File: src/rtl/mac_acc_22.sv
// mac_acc_22: serial signed 8x8 dot-product accumulator with 22-bit
// saturating sum, handing dividend/divisor to a fixed-point divider.
//
// Ports:
//   clock, rst        rising-edge clock, synchronous active-high reset
//   start, scale      frame start (IDLE only) and signed divisor capture
//   in_valid,in_ready operand handshake (ready only while accumulating)
//   x, w              signed 8-bit operand pair
//   dividend,divisor  sum and captured scale, stable while div_start
//   div_start         level request, held until div_done is sampled
//   div_done          divider completion level
//   div_clear         one-cycle re-arm pulse after done
//   busy              any state other than IDLE
//   sat_flag          sticky per frame, accumulator clamped
//   zero_div          captured scale was 0 and replaced by 1
module mac_acc_22 #(
  parameter int unsigned N_TERMS = 16
) (
  input  logic              clock,
  input  logic              rst,
  input  logic              start,
  input  logic signed [7:0] scale,
  input  logic              in_valid,
  output logic              in_ready,
  input  logic signed [7:0] x,
  input  logic signed [7:0] w,
  output logic [21:0]       dividend,
  output logic [7:0]        divisor,
  output logic              div_start,
  input  logic              div_done,
  output logic              div_clear,
  output logic              busy,
  output logic              sat_flag,
  output logic              zero_div
);

  localparam logic [1:0] S_IDLE  = 2'd0;
  localparam logic [1:0] S_ACCUM = 2'd1;
  localparam logic [1:0] S_ISSUE = 2'd2;
  localparam logic [1:0] S_CLEAR = 2'd3;

  localparam logic [7:0] LAST = 8'(N_TERMS - 1);

  localparam logic signed [22:0] MAX_S = 23'sd2097151;
  localparam logic signed [22:0] MIN_S = -23'sd2097152;

  logic [1:0]         state;
  logic signed [21:0] acc;
  logic [7:0]         cnt;
  logic [7:0]         div_q;
  logic               sat_q;
  logic               zdiv_q;

  logic signed [15:0] prod;
  logic signed [22:0] sum;
  logic signed [21:0] acc_nxt;
  logic               clamp;

  // Sum is one bit wider than the accumulator so overflow
  // is visible before clamping.
  always_comb begin
    prod    = x * w;
    sum     = {{7{prod[15]}}, prod} + {acc[21], acc};
    acc_nxt = sum[21:0];
    clamp   = 1'b0;
    if (sum > MAX_S) begin
      acc_nxt = MAX_S[21:0];
      clamp   = 1'b1;
    end else if (sum < MIN_S) begin
      acc_nxt = MIN_S[21:0];
      clamp   = 1'b1;
    end
  end

  always_ff @(posedge clock) begin
    if (rst) begin
      state  <= S_IDLE;
      acc    <= '0;
      cnt    <= '0;
      div_q  <= '0;
      sat_q  <= 1'b0;
      zdiv_q <= 1'b0;
    end else begin
      unique case (state)
        S_IDLE: begin
          if (start) begin
            acc    <= '0;
            cnt    <= '0;
            sat_q  <= 1'b0;
            zdiv_q <= (scale == 8'sd0);
            div_q  <= (scale == 8'sd0) ? 8'd1 : scale;
            state  <= S_ACCUM;
          end
        end
        S_ACCUM: begin
          if (in_valid) begin
            acc <= acc_nxt;
            cnt <= cnt + 8'd1;
            if (clamp)
              sat_q <= 1'b1;
            if (cnt == LAST)
              state <= S_ISSUE;
          end
        end
        S_ISSUE: begin
          if (div_done)
            state <= S_CLEAR;
        end
        S_CLEAR: begin
          state <= S_IDLE;
        end
        default: state <= S_IDLE;
      endcase
    end
  end

  assign in_ready  = (state == S_ACCUM);
  assign div_start = (state == S_ISSUE);
  assign div_clear = (state == S_CLEAR);
  assign busy      = (state != S_IDLE);
  assign dividend  = acc;
  assign divisor   = div_q;
  assign sat_flag  = sat_q;
  assign zero_div  = zdiv_q;

endmodule

File: config.mk
export PLATFORM = sky130hd
export DESIGN_NAME = mac_acc_22
export DESIGN_NICKNAME = d
export VERILOG_FILES = /design/src/rtl/mac_acc_22.sv
export SDC_FILE = /design/constraint.sdc
export NUM_CORES = 1
export LEC_CHECK = 0
export CORE_ASPECT_RATIO = 0.6
export CORE_UTILIZATION = 61
export CTS_BUF_LIST = sky130_fd_sc_hd__clkbuf_4 sky130_fd_sc_hd__clkbuf_8
export DETAILED_ROUTE_END_ITERATION = 8
export DONT_BUFFER_PORTS = 1
export GPL_ROUTABILITY_DRIVEN = 0
export PLACE_DENSITY = 0.77
export SYNTH_ARGS = -nofsm -noshare
export SYNTH_HDL_FRONTEND = slang
export SYNTH_SLANG_ARGS = --single-unit
export TNS_END_PERCENT = 1
File: constraint.sdc
create_clock -name clock -period 6 [get_ports clock]
set_input_delay 0.3 -clock clock [delete_from_list [all_inputs] [get_ports clock]]
set_output_delay 0.3 -clock clock [all_outputs]
set_load 0.02 [all_outputs]
==> reports/qor.yml <==
status: "finished, final reports clean"
clock_sinks: 42
fillerInstances: 701
final_common_cell: "inv_1"
fin_skew_ps: 9.54
cp_max_fo: 15
yosys_warnings: 0
max_slew_margin_pct: 38.3
area_growth_pct: 5.15
required_ps: 6200
num_io_pins: 65
start_kind: "flip-flop"
cts-root-buf: "clkbuf_8"
synth_top_cell_area_share_pct: 35.2
core_um2: 8780
cts_hold_buf: 0
htree_levels: 2
clk_pin_slew_ps: 90
drv_slew: 0
grt.total_usage_pct: 28.1
timing.hold.ws_ps: 49.4
avgSynthCellArea_um2: 9.52
clockBufferDepth: 2
fin_tns_setup_ps: 0
routedWlPerCell_um: 17.1
antenna_found_initial: 0
max_freq_ghz: 0.178
viasPerCell: 5.75
yosys-top-cells-area: "fa_1 (35%), dfxtp_1 (15%), ha_1 (13%)"
finalSetupViolCount: 0
synth-seq-cells: 42
initial_core_util_pct: 64.8
tightest_slew_ps: 926
syn-cell-area_um2: 5690
ant_nets: 0
fin_nets: 790
clkLatencyLatePin_ps: 310
multi_input_area_um2: 4420
finalHoldViolations: 0
finalCriticalPeriod_ps: 5620
ys_types: 46
fin_crit_sh_pct: 93.7
antennaDiodeCount: 0
endpoint_kind: "flip-flop"
seq_area_frac_synth_pct: 14.8
grt_pass1_vias: 4350
fp.dieW_um: 127
synthCells: 598
post-route-drc-count: 0
portBuffers: 0
routed-via-count: 4117
holdCritPathClass: "in -> reg"
path_class: "reg -> reg"
synth_nets: 785
maxCapViolCount: 0
cts_buffers: 5
die_h_um: 76.8
hpwl_um: 10400
fin_area_um2: 5980
placedInstanceArea_um2: 5840
regArea_um2: 842
cts_tree: "yes"
final_cell_mix: "inv_1 (102), fa_1 (100), nand2_1 (65)"
rsz0062_at_grt: "false"
drt_pre_antenna_iters: 5
drtIter0Drc: 284
wl_um: 12200
grt_pass1_wl_um: 21500
arrival_ps: 5820
rows: 26
synth_top_area_cell: "fa_1"
overflow: 0
grt_max_degree: 23
die_area_um2: 9730
drive_gt1_share_pct: 3.97
per-stage QoR:
stage	instances	util, %	setup slack, ps
finish	716	68.1	379
global route	716	68.1	74.3
CTS	715	67.8	187
detailed placement	707	66.5	259
global placement	707	66.5	320
floorplan	598	-	260
critical path, cell delays in order, from the launching register on:
cell	delay, ps
dfxtp_2	430
inv_1	90
fa_1	540
inv_1	60
fa_1	450
ha_1	290
inv_1	50
fa_1	540
inv_1	50
ha_1	290
ha_1	220
fa_1	430
a211oi_1	340
o21ba_1	240
a211oi_1	120
a221o_1	420
a21oi_2	190
xnor2_2	230
nor2_4	60
buf_12	170
o311ai_1	290
registers in the layout, summed over array words and instances (netlist names):
name,flops
zero_div,1
sat_flag,1
cnt,8
dividend,22
state,2
divisor,8
layout make-up:
type	count	area share [%]
Clock buffer	5	1.15
Clock inverter	3	0.816
Inverter	103	6.46
Multi-Input combinational cell	443	73.9
Sequential cell	42	14.1
Tap cell	112	2.34
Timing Repair Buffer	8	1.21
cells by family after synthesis:
logic type	synth area share, %
XOR/XNOR	4.88
AND/OR/NAND/NOR	13.0
adder cells (fa/ha/maj)	47.9
multiplexers	0.176
AO/OA/AOI/OAI	11.6
buffers and inverters	7.61
flip-flops	14.8
worst paths after layout:
check	start	slack, ps	depth (start not counted)	endpoint
worst min register to register	cnt[5]	550	2	cnt[5]
worst min-delay path	rst	50	1	divisor[2]
worst max-delay path	dividend[4]	380	20	dividend[11]
worst max register to register	dividend[4]	380	20	dividend[11]
metal layers:
metal,track usage (%),vias up,wire length [µm]
met5,0,-,0
met2,44.0,173,5490
met3,6.91,16,1030
met4,4.05,0,107
li1,-,1945,-
met1,40.5,1983,5610
synth_stat cells, drive strengths merged:
cell type and count:
xnor2 18, o21ba 1, and3 1, a31oi 1, a22oi 1, xor2 12
inv 102, nor4 3, nand2 65, clkbuf 7, a21oi 29, nor2 32
ha 58, nor4b 1, a221oi 2, nor3 2, or3 1, o22ai 1
fa 100, mux2i 1, clkinv 1, o31ai 1, nand4 3, dfxtp 42
o21bai 5, o311ai 15, nand3 5, nor2b 3, and4 1, a32oi 6
buf 3, o211a 1, a211oi 6, a21o 4, a221o 2, o21ai 22
a311o 1, nand2b 4, and2 35
timing repair:
| action | in CTS | in global routing |
|---|---|---|
| gates resized for setup | 0 | 2 |
| setup buffers | 0 | 1 |
| setup endpoints to repair | 0 | 19 |
Power is left out: the tool's default activity adds up to more than one toggle a clock period on the data nets, which glitch-free logic cannot reach.
